`src/rtl/cic_comb_dump_pkg.sv`:
```
// Shared constants and the rate normalisation used by the CIC comb/decimator.
package cic_comb_dump_pkg;

    localparam int unsigned WIDTH_DEFAULT  = 32;
    localparam int unsigned N_STAGES_MAX   = 6;
    localparam int unsigned RATE_W_DEFAULT = 8;

    // A rate of 0 is treated as 1, so the reload value is max(rate,1)-1.
    function automatic int unsigned rate_reload(input int unsigned rate);
        return (rate == 0) ? 0 : rate - 1;
    endfunction

endpackage

```
`src/rtl/cic_comb_stage.sv`:
```
// One first-difference comb stage (differential delay 1) with a valid flag.
module cic_comb_stage #(
    parameter int unsigned WIDTH = 32
) (
    input  logic             clock,
    input  logic             reset,
    input  logic             clear,
    input  logic [WIDTH-1:0] sample,
    input  logic             sample_valid,
    output logic [WIDTH-1:0] diff,
    output logic             diff_valid
);

    logic [WIDTH-1:0] dly_q;
    logic [WIDTH-1:0] diff_q;
    logic             valid_q;

    always_ff @(posedge clock) begin
        if (reset || clear) begin
            dly_q   <= '0;
            diff_q  <= '0;
            valid_q <= 1'b0;
        end else if (sample_valid) begin
            // Modulo-2^WIDTH subtraction; the wrap is what makes the CIC work.
            diff_q  <= sample - dly_q;
            dly_q   <= sample;
            valid_q <= 1'b1;
        end else begin
            valid_q <= 1'b0;
        end
    end

    assign diff       = diff_q;
    assign diff_valid = valid_q;

endmodule

```
`src/rtl/cic_comb_dump.sv`:
```
// Decimating comb section: dumps one of every `rate` strobed samples into N pipelined
// first-difference stages and emits one strobed result per dump.
module cic_comb_dump
    import cic_comb_dump_pkg::*;
#(
    parameter int unsigned WIDTH    = WIDTH_DEFAULT,
    parameter int unsigned N_STAGES = 4,
    parameter int unsigned RATE_W   = RATE_W_DEFAULT
) (
    input  logic              clock,
    input  logic              reset,
    input  logic              enable,
    input  logic [RATE_W-1:0] rate,
    input  logic              strobe_in,
    input  logic [WIDTH-1:0]  data_in,
    output logic              strobe_out,
    output logic [WIDTH-1:0]  data_out
);

    if (N_STAGES < 1 || N_STAGES > N_STAGES_MAX) begin : g_bad_stages
        $error("cic_comb_dump: N_STAGES out of range");
    end

    logic [RATE_W-1:0] cnt_q, cnt_d;
    logic [RATE_W-1:0] reload;
    logic              dump;
    logic [WIDTH-1:0]  s0_data_q;
    logic              s0_valid_q;
    logic [WIDTH-1:0]  chain_data [N_STAGES+1];
    logic [N_STAGES:0] chain_valid;
    logic [WIDTH-1:0]  data_q;
    logic              strobe_q;

    assign reload = RATE_W'(rate_reload(32'(rate)));

    // The live rate is only sampled at reload, so a change never truncates a count.
    always_comb begin
        cnt_d = cnt_q;
        dump  = 1'b0;
        if (strobe_in) begin
            if (cnt_q == '0) begin
                dump  = 1'b1;
                cnt_d = reload;
            end else begin
                cnt_d = cnt_q - RATE_W'(1);
            end
        end
    end

    always_ff @(posedge clock) begin
        if (reset || !enable) begin
            cnt_q      <= reload;
            s0_valid_q <= 1'b0;
            s0_data_q  <= '0;
        end else begin
            cnt_q      <= cnt_d;
            s0_valid_q <= dump;
            if (dump) begin
                s0_data_q <= data_in;
            end
        end
    end

    assign chain_data[0]  = s0_data_q;
    assign chain_valid[0] = s0_valid_q;

    for (genvar k = 1; k <= N_STAGES; k++) begin : g_stage
        cic_comb_stage #(
            .WIDTH(WIDTH)
        ) u_stage (
            .clock       (clock),
            .reset       (reset),
            .clear       (!enable),
            .sample      (chain_data[k-1]),
            .sample_valid(chain_valid[k-1]),
            .diff        (chain_data[k]),
            .diff_valid  (chain_valid[k])
        );
    end

    always_ff @(posedge clock) begin
        if (reset) begin
            data_q   <= '0;
            strobe_q <= 1'b0;
        end else if (!enable) begin
            strobe_q <= 1'b0;
        end else begin
            strobe_q <= chain_valid[N_STAGES];
            if (chain_valid[N_STAGES]) begin
                data_q <= chain_data[N_STAGES];
            end
        end
    end

    assign data_out   = data_q;
    assign strobe_out = strobe_q;

endmodule

```
`config.mk`:
```
export PLATFORM = sky130hd
export DESIGN_NAME = cic_comb_dump
export DESIGN_NICKNAME = d
export VERILOG_FILES = /design/src/rtl/cic_comb_dump_pkg.sv /design/src/rtl/cic_comb_stage.sv /design/src/rtl/cic_comb_dump.sv
export SDC_FILE = /design/constraint.sdc
export NUM_CORES = 1
export LEC_CHECK = 0
export ABC_AREA = 1
export BUFFER_PORTS_ARGS = -buffer_cell sky130_fd_sc_hd__buf_2
export CORE_MARGIN = 2
export CORE_UTILIZATION = 50
export CTS_CLUSTER_DIAMETER = 40
export CTS_CLUSTER_SIZE = 30
export DETAILED_ROUTE_END_ITERATION = 8
export GPL_ROUTABILITY_DRIVEN = 0
export GPL_TIMING_DRIVEN = 0
export PLACE_DENSITY = 0.66
export SKIP_CTS_REPAIR_TIMING = 1
export SLEW_MARGIN = 20
export SYNTH_ARGS = -nofsm -noshare
export SYNTH_HDL_FRONTEND = slang
export SYNTH_SLANG_ARGS = --single-unit
export TNS_END_PERCENT = 100
```
`constraint.sdc`:
```
create_clock -name clock -period 2.13 [get_ports clock]
set_input_delay 0.3195 -clock clock [delete_from_list [all_inputs] [get_ports clock]]
set_output_delay 0.3195 -clock clock [all_outputs]
set_load 0.05 [all_outputs]
```
==> results of run 1 <==
[per-layer routing]
metal | global-route usage (%) | part of all wire, % | up-vias
met2 | 53.3 | 51 | 499
met3 | 3.40 | 3.9 | 220
met4 | 18.8 | 6.8 | 0
met5 | 0 | 0 | -
li1 | - | - | 11200
met1 | 26.7 | 38 | 9344
[worst max-delay path: stages, from the launching register on]
cell	delay [ns]
sky130_fd_sc_hd__dfxtp_1	0.31
sky130_fd_sc_hd__inv_1	0.05
sky130_fd_sc_hd__ha_1	0.33
sky130_fd_sc_hd__nand2_1	0.16
sky130_fd_sc_hd__inv_1	0.05
sky130_fd_sc_hd__nand2_1	0.06
sky130_fd_sc_hd__nand2_1	0.09
sky130_fd_sc_hd__inv_1	0.07
sky130_fd_sc_hd__nand3_1	0.24
sky130_fd_sc_hd__nand2_1	0.23
sky130_fd_sc_hd__nand3_1	0.10
sky130_fd_sc_hd__nand2_1	0.07
sky130_fd_sc_hd__nand3_1	0.08
sky130_fd_sc_hd__nand2_1	0.08
sky130_fd_sc_hd__inv_1	0.04
[stage by stage]
stage               setup TNS [ns]  hold slack, ns  setup WS [ns]
finish                           0         -0.0447         0.0790
global route               -0.0758         0.00336        -0.0374
CTS                          -1.30         -0.0999         -0.133
detailed placement           -1.40           0.449         -0.132
global placement             -1.07           0.444         -0.107
floorplan                        0           0.437          0.276
[flip-flops by register name (all words and copies together) (netlist names)]
register and cells:
g_stage.u_stage.diff 128, cnt_q 8, s0_valid_q 1, g_stage.u_stage.diff_valid 4, strobe_out 1, g_stage.u_stage.dly_q 128, data_out 32, s0_data_q 32
[cells in the final DEF (no fill, tap or decap), drive strengths merged]
master / n
inv: 787
o41ai: 1
bufinv: 11
and3: 1
a211oi: 25
ha: 128
o22ai: 6
o21ai: 239
clkbuf: 133
dfxtp: 326
xnor2: 11
nor2: 360
a21o: 4
xor2: 60
nand3: 152
and2: 4
edfxtp: 8
a21oi: 322
nand2: 961
nand3b: 3
nor3: 14
clkinvlp: 5
nand4: 14
clkinv: 8
or2: 1
o211ai: 2
buf: 122
fa: 4
o21bai: 12
dlygate4sd3: 29
[worst max-delay path by stage]
stage / start / end / slack (ns) / cells after the start
floorplan: s0_data_q[0] / g_stage[1].u_stage.diff[28] / 0.28 / 13
global placement: g_stage[1].u_stage.diff[0] / g_stage[2].u_stage.diff[28] / -0.11 / 13
detailed placement: s0_data_q[0] / g_stage[1].u_stage.diff[28] / -0.13 / 13
CTS: s0_data_q[0] / g_stage[1].u_stage.diff[28] / -0.13 / 13
global route: s0_data_q[0] / g_stage[1].u_stage.diff[28] / -0.04 / 13
finish: g_stage[2].u_stage.dly_q[9] / g_stage[2].u_stage.diff[26] / 0.08 / 14
[Yosys cell counts, types with 25 or more instances]
master	instances
sky130_fd_sc_hd__buf_2	29
sky130_fd_sc_hd__inv_1	766
sky130_fd_sc_hd__clkbuf_1	65
sky130_fd_sc_hd__xor2_1	60
sky130_fd_sc_hd__a21oi_1	322
sky130_fd_sc_hd__o21ai_0	236
sky130_fd_sc_hd__nand3_1	150
sky130_fd_sc_hd__a211oi_1	25
sky130_fd_sc_hd__nor2_1	357
sky130_fd_sc_hd__dfxtp_1	326
sky130_fd_sc_hd__ha_1	128
sky130_fd_sc_hd__nand2_1	935
[logic make-up (layout without fill, tap and decap cells)]
logic type,Yosys count,count (layout),share of synthesized area [%]
compound gates,611,611,14.7
simple gates,1510,1510,28.1
fa+ha+maj,132,132,7.76
xor+xnor,71,71,2.87
flops,334,334,31.2
buf+inv,874,1095,15.4
[where the power goes]
group / internal, mW / total [mW] / switching [mW]
Sequential: 6.31 / 6.32 / 0.0167
Combinational: 0.198 / 0.561 / 0.363
Clock: 6.72 / 10.1 / 3.42
[cell type report]
class | instances | area, um^2
Buffer | 102 | 430
Clock buffer | 68 | 1580
Clock inverter | 39 | 571
Fill cell | 4207 | 17400
Inverter | 772 | 2900
Multi-Input combinational cell | 2324 | 11800
Sequential cell | 334 | 6770
Tap cell | 585 | 732
Timing Repair Buffer | 114 | 741
==> flow_summary_export.csv, run 1 <==
group,metric,value,unit
status,status,"complete, but fails checks",
status,violations,"hold timing",
floorplanning,rows,76,
synth,yosysWarnings,0,
sta,timing.clock.skew,0.0227,ns
sta,final_max_slew_viol_count,0,
clock_network,clockBufferDepth,3,
synth,syn-mean-instance-area,6.14,um^2
synth,sequential_to_total_area_share_from_yosys_stat,31.2,%
global_routing,gr-usage-all-layers,27.4,%
power,power.ir.vdd_worst,0.000564,V
clock_network,clock-root-buffer,"sky130_fd_sc_hd__clkbuf_16",
critical_path,critical_path_class,"reg2reg",
routing,vias_per_cell,4.91,
synth,postSynthCellCount,3532,
clock_network,register_clock_pin_slew_on_the_reported_worst_setup_and_hold_paths,0.05,ns
clock_network,max_h_tree_level,2,
finish,post-route-cell-area,0.0255,mm^2
synth,yosys_top_cell_area_share,30.1,%
critical_path,r2r-end,"g_stage[2].u_stage.diff[26]",
sta,maxSlewHeadroom,28.9,%
sta,grt_setup_unrepaired,"yes",
synth,synth_cell_type_count,39,
finish,syn_to_final_growth,17.6,%
sta,timing.final.crit_period,2.05,ns
critical_path,crit_fanout,4,
routing,post-route-drc-count,0,
place,port-buffer-count,75,
floorplanning,die_y,212,um
floorplanning,top_level_ports,77,
routing,num_vias,21300,
synth,synth_fp_nets,3708,
clock_network,clock_sinks,334,
synth,synth_area_leader_cell,"sky130_fd_sc_hd__dfxtp_1",
critical_path,worstPathRequired,2.64,ns
sta,max_clock_freq,0.488,GHz
power,p_leak,13.0,nW
critical_path,worstReg2RegStart,"g_stage[2].u_stage.dly_q[9]",
power,power_per_cell_area,668,mW/mm^2
hold_path,worstHoldStart,"data_in[7]",
critical_path,r2r_cells,14,
hold_path,worstHoldPathType,"in2reg",
critical_path,start_kind,"flip-flop",
critical_path,worst-endpoint-arrival,2.56,ns
finish,final_core_util,59.4,%
finish,num-nets-final,3881,
power,totalPowerFinal,17.0,mW
synth,edff_count_synth,8,
floorplanning,floorplan.initialDensity,50.5,%
finish,finalNonFillerCells,4338,
synth,synthesis.area,0.0217,mm^2
sta,hold_vio_cnt_final,1,
clock_network,clkLatencyLatePin,0.60,ns
global_routing,initial_antenna_violation_count,0,
synth,ys_seq_elements,334,
hold_path,min_path_cells,3,
global_routing,grt_max_degree,15,
routing,dr.first_iter.drc_count,1022,
sta,worstMarginPinSlew,1.07,ns
finish,ant_diodes,0,
place,dpl.cell_count,4192,
global_routing,grt_pass1_wl,98000,um
finish,final_layout_size_suffix_gt1_share,8.47,%
clock_network,cts_made_buffers,57,
critical_path,critPathCaptureType,"flip-flop",
routing,drt-pass1-iter-count,6,
global_routing,via_count_of_the_first_global_routing_pass,20900,
floorplanning,die_area,0.0450,mm^2
global_routing,globalRouteOverflowTotal,0,
critical_path,reg2reg_setup_slack,0.08,ns
sta,period_share,96.3,%
place,dp.final_hpwl,48300,um
synth,synth_flop_cell,"sky130_fd_sc_hd__dfxtp_1",
flow_run,cap_viol_max_count,0,
place,place_area,0.0228,mm^2
hold_path,worst_hold_path.endpoint,"s0_data_q[7]",
routing,avgRoutedWirePerCell,14.0,um
routing,total_length_of_routed_wires,60900,um
clock_network,clock_tree_from_tritoncts,"yes",
floorplanning,coreArea,0.0429,mm^2
synth,synthTopCellsByArea,"sky130_fd_sc_hd__dfxtp_1 (30%), sky130_fd_sc_hd__nand2_1 (16%), sky130_fd_sc_hd__inv_1 (13%)",
sta,setup_viol,0,
sta,whs,-0.0447,ns
synth,asyncSetResetFlopFracSynth,0,%
floorplanning,die_width,212,um
routing,detail-route-antenna-nets,0,
(Power assumes the default switching activity.)
==> run 2: changes to the inputs <==
==> constraint.sdc (replaced) <==
create_clock -name clock -period 2.1 [get_ports clock]
set_input_delay 0.315 -clock clock [delete_from_list [all_inputs] [get_ports clock]]
set_output_delay 0.315 -clock clock [all_outputs]
set_load 0.05 [all_outputs]
==> run 2 against run 1 <==
Against the previous run:
- global-route usage unchanged
- worst hold slack improved by 0.058 ns
- worst setup slack improved by 0.0099 ns
- total power increased by 1.4%
- highest routed layer unchanged
- the run now ends clean
- critical path type unchanged
- via count increased by 0.47%
- critical path depth decreased by 2
- register-to-register slack about the same
==> flow_summary_export.csv, run 2 (same netlist as run 1, synthesis figures left out) <==
group,metric,value,unit
finish,final_core_util,59.7,%
critical_path,crit_fanout,4,
sta,timing.final.crit_period,2.01,ns
critical_path,start_kind,"flip-flop",
sta,final_max_slew_viol_count,0,
finish,finalNonFillerCells,4340,
sta,hold_vio_cnt_final,0,
sta,worstMarginPinSlew,1.02,ns
global_routing,initial_antenna_violation_count,0,
power,comb_power_share,3.3,%
floorplanning,coreArea,0.0429,mm^2
floorplanning,rows,76,
routing,drt-pass1-iter-count,5,
power,power.internal,13.4,mW
floorplanning,die_width,212,um
critical_path,slowest_stage,"sky130_fd_sc_hd__ha_1",
clock_network,clock-root-buffer,"sky130_fd_sc_hd__clkbuf_16",
sta,max_clock_freq,0.497,GHz
power,clockPowerShare,59.5,%
clock_network,max_h_tree_level,2,
sta,setup_viol,0,
global_routing,grt_max_degree,15,
finish,ant_diodes,0,
status,status,"complete, no violations",
sta,maxSlewHeadroom,32.1,%
floorplanning,top_level_ports,77,
critical_path,worst-endpoint-arrival,2.51,ns
critical_path,critical_path_class,"reg2reg",
power,switching_share,22.3,%
critical_path,critPathCaptureType,"flip-flop",
critical_path,timing.critical_path.cells,"inv_1, ha_1, nand2_1, nor2_1, and2_1, nand2_1, nand2_2, nand2_1, nand3_1, nand3_1, nand2_1, inv_1",
finish,final_layout_size_suffix_gt1_share,9.13,%
finish,syn_to_final_growth,18.1,%
floorplanning,floorplan.initialDensity,50.5,%
power,power_per_cell_area,674,mW/mm^2
sta,timing.clock.skew,0.0199,ns
routing,total_length_of_routed_wires,61100,um
finish,final_common_cell,"sky130_fd_sc_hd__nand2_1",
clock_network,clock_tree_from_tritoncts,"yes",
global_routing,gr-usage-all-layers,27.4,%
power,power.switching,3.86,mW
flow_run,cap_viol_max_count,0,
sta,period_share,95.8,%
critical_path,worstPathRequired,2.60,ns
power,p_leak,13.0,nW
global_routing,globalRouteOverflowTotal,0,
critical_path,cpLargestDelayFamily,"simple AND/OR/NAND/NOR gates",
place,dp.final_hpwl,48300,um
critical_path,cp_common_cell,"sky130_fd_sc_hd__nand2_1",
critical_path,critical_path.max_stage_delay,0.36,ns
global_routing,grt_pass1_wl,98000,um
power,power.ir.vdd_worst,0.000572,V
floorplanning,die_area,0.0450,mm^2
routing,vias_per_cell,4.93,
clock_network,clock_sinks,334,
place,dpl.cell_count,4192,
routing,dr.first_iter.drc_count,933,
hold_path,worstHoldPathType,"in2reg",
finish,most-common-layout-cells,"sky130_fd_sc_hd__nand2_1 (908), sky130_fd_sc_hd__inv_1 (761), sky130_fd_sc_hd__nor2_1 (352)",
critical_path,timing.critical_path.buf_inv,2,
routing,avgRoutedWirePerCell,14.1,um
finish,num-nets-final,3883,
routing,num_vias,21400,
power,seqPwrFrac,37.1,%
clock_network,cts_made_buffers,57,
clock_network,register_clock_pin_slew_on_the_reported_worst_setup_and_hold_paths,0.05,ns
floorplanning,die_y,212,um
sta,grt_setup_unrepaired,"yes",
place,port-buffer-count,75,
routing,post-route-drc-count,0,
clock_network,clockBufferDepth,3,
global_routing,via_count_of_the_first_global_routing_pass,20900,
clock_network,clkLatencyLatePin,0.60,ns
routing,detail-route-antenna-nets,0,
-- run 2: metrics by stage --
step	setup slack (ns)	power [mW]	instance area (um^2)	hold slack (ns)	setup TNS, ns
final	0.0889	17.3	25600	0.0130	0
after global routing	-0.00961	17.8	25600	0.0424	-0.0329
after global placement	-0.137	7.05	22800	0.444	-1.69
after floorplan	0.246	6.87	21700	0.437	0
after CTS	-0.163	17.4	24900	-0.104	-1.97
after detailed placement	-0.162	7.06	22800	0.449	-2.17
-- run 2: routing by layer --
metal,up-vias,wire length [um],share of wire [%],GRT usage [%]
met5,-,0,0,0
met4,0,4070,6.6,18.8
li1,11200,-,-,-
met1,9440,23100,38,26.7
met2,515,31600,52,53.3
met3,208,2370,3.9,3.40
-- run 2: worst reg2reg max path: cells and delay by family, from the launching register on --
| family | cells | cell delay (ns) |
|---|---|---|
| and+or+nand+nor | 9 | 1.12 |
| adders and majority gates | 1 | 0.36 |
| DFF | 1 | 0.32 |
| buffers and inverters | 2 | 0.10 |
-- run 2: path summary, 6_finish.rpt --
path / start / end / slack [ns] / cells past startpoint
max reg2reg: g_stage[2].u_stage.dly_q[14] / g_stage[2].u_stage.diff[31] / 0.09 / 12
max: g_stage[2].u_stage.dly_q[14] / g_stage[2].u_stage.diff[31] / 0.09 / 12
min reg2reg: g_stage[4].u_stage.diff[16] / data_out[16] / 0.46 / 2
min: data_in[0] / s0_data_q[0] / 0.01 / 3
-- run 2: cell type report --
| type | count | area (um^2) |
|---|---|---|
| flip-flops and latches | 334 | 6770 |
| plain buffers | 102 | 430 |
| fillers | 4187 | 17300 |
| inverters | 772 | 2900 |
| repair buffers | 116 | 758 |
| well taps | 585 | 732 |
| clock buffers | 68 | 1580 |
| multi-input cells | 2324 | 11900 |
| clock inverters | 39 | 571 |
-- run 2: power by group through the flow --
stage	sequential [mW]	combinational (mW)	clock (mW)
4_1_cts	6.41	0.519	10.4
5_1_grt	6.41	0.638	10.7
3_5_place_dp	6.55	0.516	0
2_1_floorplan	6.54	0.329	0
3_3_place_gp	6.54	0.506	0
6_report	6.41	0.574	10.3
==> run 3: changes to the inputs <==
--- a/config.mk
+++ b/config.mk
@@ -8,13 +8,13 @@
 export ABC_AREA = 1
 export BUFFER_PORTS_ARGS = -buffer_cell sky130_fd_sc_hd__buf_2
 export CORE_MARGIN = 2
-export CORE_UTILIZATION = 50
+export CORE_UTILIZATION = 40
 export CTS_CLUSTER_DIAMETER = 40
 export CTS_CLUSTER_SIZE = 30
 export DETAILED_ROUTE_END_ITERATION = 8
 export GPL_ROUTABILITY_DRIVEN = 0
 export GPL_TIMING_DRIVEN = 0
-export PLACE_DENSITY = 0.66
+export PLACE_DENSITY = 0.55
 export SKIP_CTS_REPAIR_TIMING = 1
 export SLEW_MARGIN = 20
 export SYNTH_ARGS = -nofsm -noshare
==> run 3 against run 2 <==
Against the previous run:
- the flow now finishes with violations (hold timing)
- combinational power is 1% lower
- via count is 3.3% lower
- cell count grew 2.8%
- core utilization decreased by 12 points
- die area increased by 25%
- critical endpoint is now g_stage[4].u_stage.diff[20]
- flip-flop and latch count stayed put
- global-route usage shrank 4.5 points
- worst hold slack got worse by 0.022 ns
==> flow_summary_export.csv, run 3 (same netlist as run 1, synthesis figures left out) <==
group,metric,value,unit
sta,final_max_slew_viol_count,0,
critical_path,critPathCaptureType,"flip-flop",
finish,final_common_cell,"sky130_fd_sc_hd__nand2_1",
place,dp.final_hpwl,51300,um
sta,setup_viol,0,
critical_path,critical_path.max_stage_delay,0.41,ns
status,violations,"hold timing",
critical_path,critical_path_class,"reg2reg",
routing,vias_per_cell,4.64,
clock_network,clockBufferDepth,3,
status,status,"complete, but fails checks",
sta,fin_ws,0.0650,ns
hold_path,worstHoldPathType,"in2reg",
global_routing,globalRouteOverflowTotal,0,
routing,dr.first_iter.drc_count,973,
critical_path,cp_common_cell,"sky130_fd_sc_hd__nand3_1",
floorplanning,die_area,0.0561,mm^2
routing,avgRoutedWirePerCell,14.4,um
floorplanning,die_width,237,um
sta,hold_vio_cnt_final,1,
power,totalPowerFinal,18.0,mW
critical_path,worst-endpoint-arrival,2.53,ns
power,p_leak,13.1,nW
sta,timing.clock.skew,0.0264,ns
sta,grt_setup_unrepaired,"yes",
sta,maxSlewHeadroom,35.3,%
routing,detail-route-antenna-nets,0,
power,power_per_cell_area,695,mW/mm^2
clock_network,register_clock_pin_slew_on_the_reported_worst_setup_and_hold_paths,0.05,ns
finish,syn_to_final_growth,19.3,%
floorplanning,coreArea,0.0537,mm^2
global_routing,initial_antenna_violation_count,1,
critical_path,timing.critical_path.cells,"inv_1, ha_4, fa_2, inv_2, nand3_1, nand3_2, nand3_2, nand3_4, nand2_1, nand3_1, nand3_1, nand2_1, inv_1",
routing,post-route-drc-count,0,
clock_network,clock_sinks,334,
finish,num-nets-final,3887,
sta,whs,-0.00853,ns
sta,timing.final.crit_period,2.04,ns
critical_path,crit_fanout,3,
flow_run,cap_viol_max_count,0,
critical_path,worstPathRequired,2.59,ns
place,port-buffer-count,75,
clock_network,clkLatencyLatePin,0.60,ns
sta,worstMarginPinSlew,0.971,ns
sta,period_share,96.9,%
power,power.ir.vdd_worst,0.000565,V
finish,most-common-layout-cells,"sky130_fd_sc_hd__nand2_1 (921), sky130_fd_sc_hd__inv_1 (762), sky130_fd_sc_hd__nor2_1 (349)",
routing,drt-pass1-iter-count,5,
global_routing,grt_pass1_wl,102000,um
global_routing,grt_max_degree,13,
global_routing,gr-usage-all-layers,22.9,%
sta,max_clock_freq,0.491,GHz
finish,final_layout_size_suffix_gt1_share,9.09,%
clock_network,max_h_tree_level,3,
floorplanning,die_y,237,um
place,dpl.cell_count,4303,
finish,finalNonFillerCells,4460,
clock_network,clock_tree_from_tritoncts,"yes",
floorplanning,rows,85,
clock_network,cts_made_buffers,66,
critical_path,slowest_stage,"sky130_fd_sc_hd__fa_2",
floorplanning,top_level_ports,77,
clock_network,clock-root-buffer,"sky130_fd_sc_hd__clkbuf_16",
place,worst_slack_at_placement,-0.206,ns
routing,num_vias,20700,
critical_path,start_kind,"flip-flop",
routing,total_length_of_routed_wires,64100,um
global_routing,via_count_of_the_first_global_routing_pass,20000,
floorplanning,floorplan.initialDensity,40.4,%
[run 3: worst max-delay path: cells and delay by family (launching register included)]
family / cells / cell delay (ns)
adders and majority gates: 2 / 0.58
buffers and inverters: 3 / 0.21
DFF: 1 / 0.33
and+or+nand+nor: 8 / 0.81
[run 3: path summary, 6_finish.rpt]
check / start / to / slack, ns / cells after the start
min reg2reg: g_stage[4].u_stage.diff[27] / data_out[27] / 0.45 / 2
max reg2reg: g_stage[3].u_stage.diff[0] / g_stage[4].u_stage.diff[20] / 0.06 / 13
min: data_in[6] / s0_data_q[6] / -0.009 / 3
max: g_stage[3].u_stage.diff[0] / g_stage[4].u_stage.diff[20] / 0.06 / 13
[run 3: final cells by class]
class	instances	area, um^2
repair buffers	111	718
multi-input cells	2324	11800
flip-flops and latches	334	6770
diodes	1	2.50
inverters	772	2900
clock inverters	40	567
fillers	5687	27800
well taps	696	871
clock buffers	80	1770
plain buffers	102	432
[run 3: power breakdown]
part / internal [mW] / switching (mW)
combinational: 0.200 / 0.368
sequential: 6.41 / 0.0161
clock: 7.23 / 3.74
[run 3: routing by layer]
layer  vias to the layer above  track usage [%]  wire, um
li1                      11200                -         -
met4                         0             8.27      2220
met5                         -                0         0
met3                       120             3.63      2000
met1                      9083             26.3     27900
met2                       267             42.5     32000
[run 3: stage by stage]
stage	hold slack [ns]	utilization [%]	instance area [um^2]	setup TNS [ns]
floorplan	0.437	-	21700	0
global placement	0.447	42.7	22900	-3.22
detailed placement	0.452	42.7	22900	-3.02
CTS	-0.0828	47.0	25300	-2.70
global route	0.0151	48.1	25900	-0.190
finish	-0.00853	48.2	25900	0
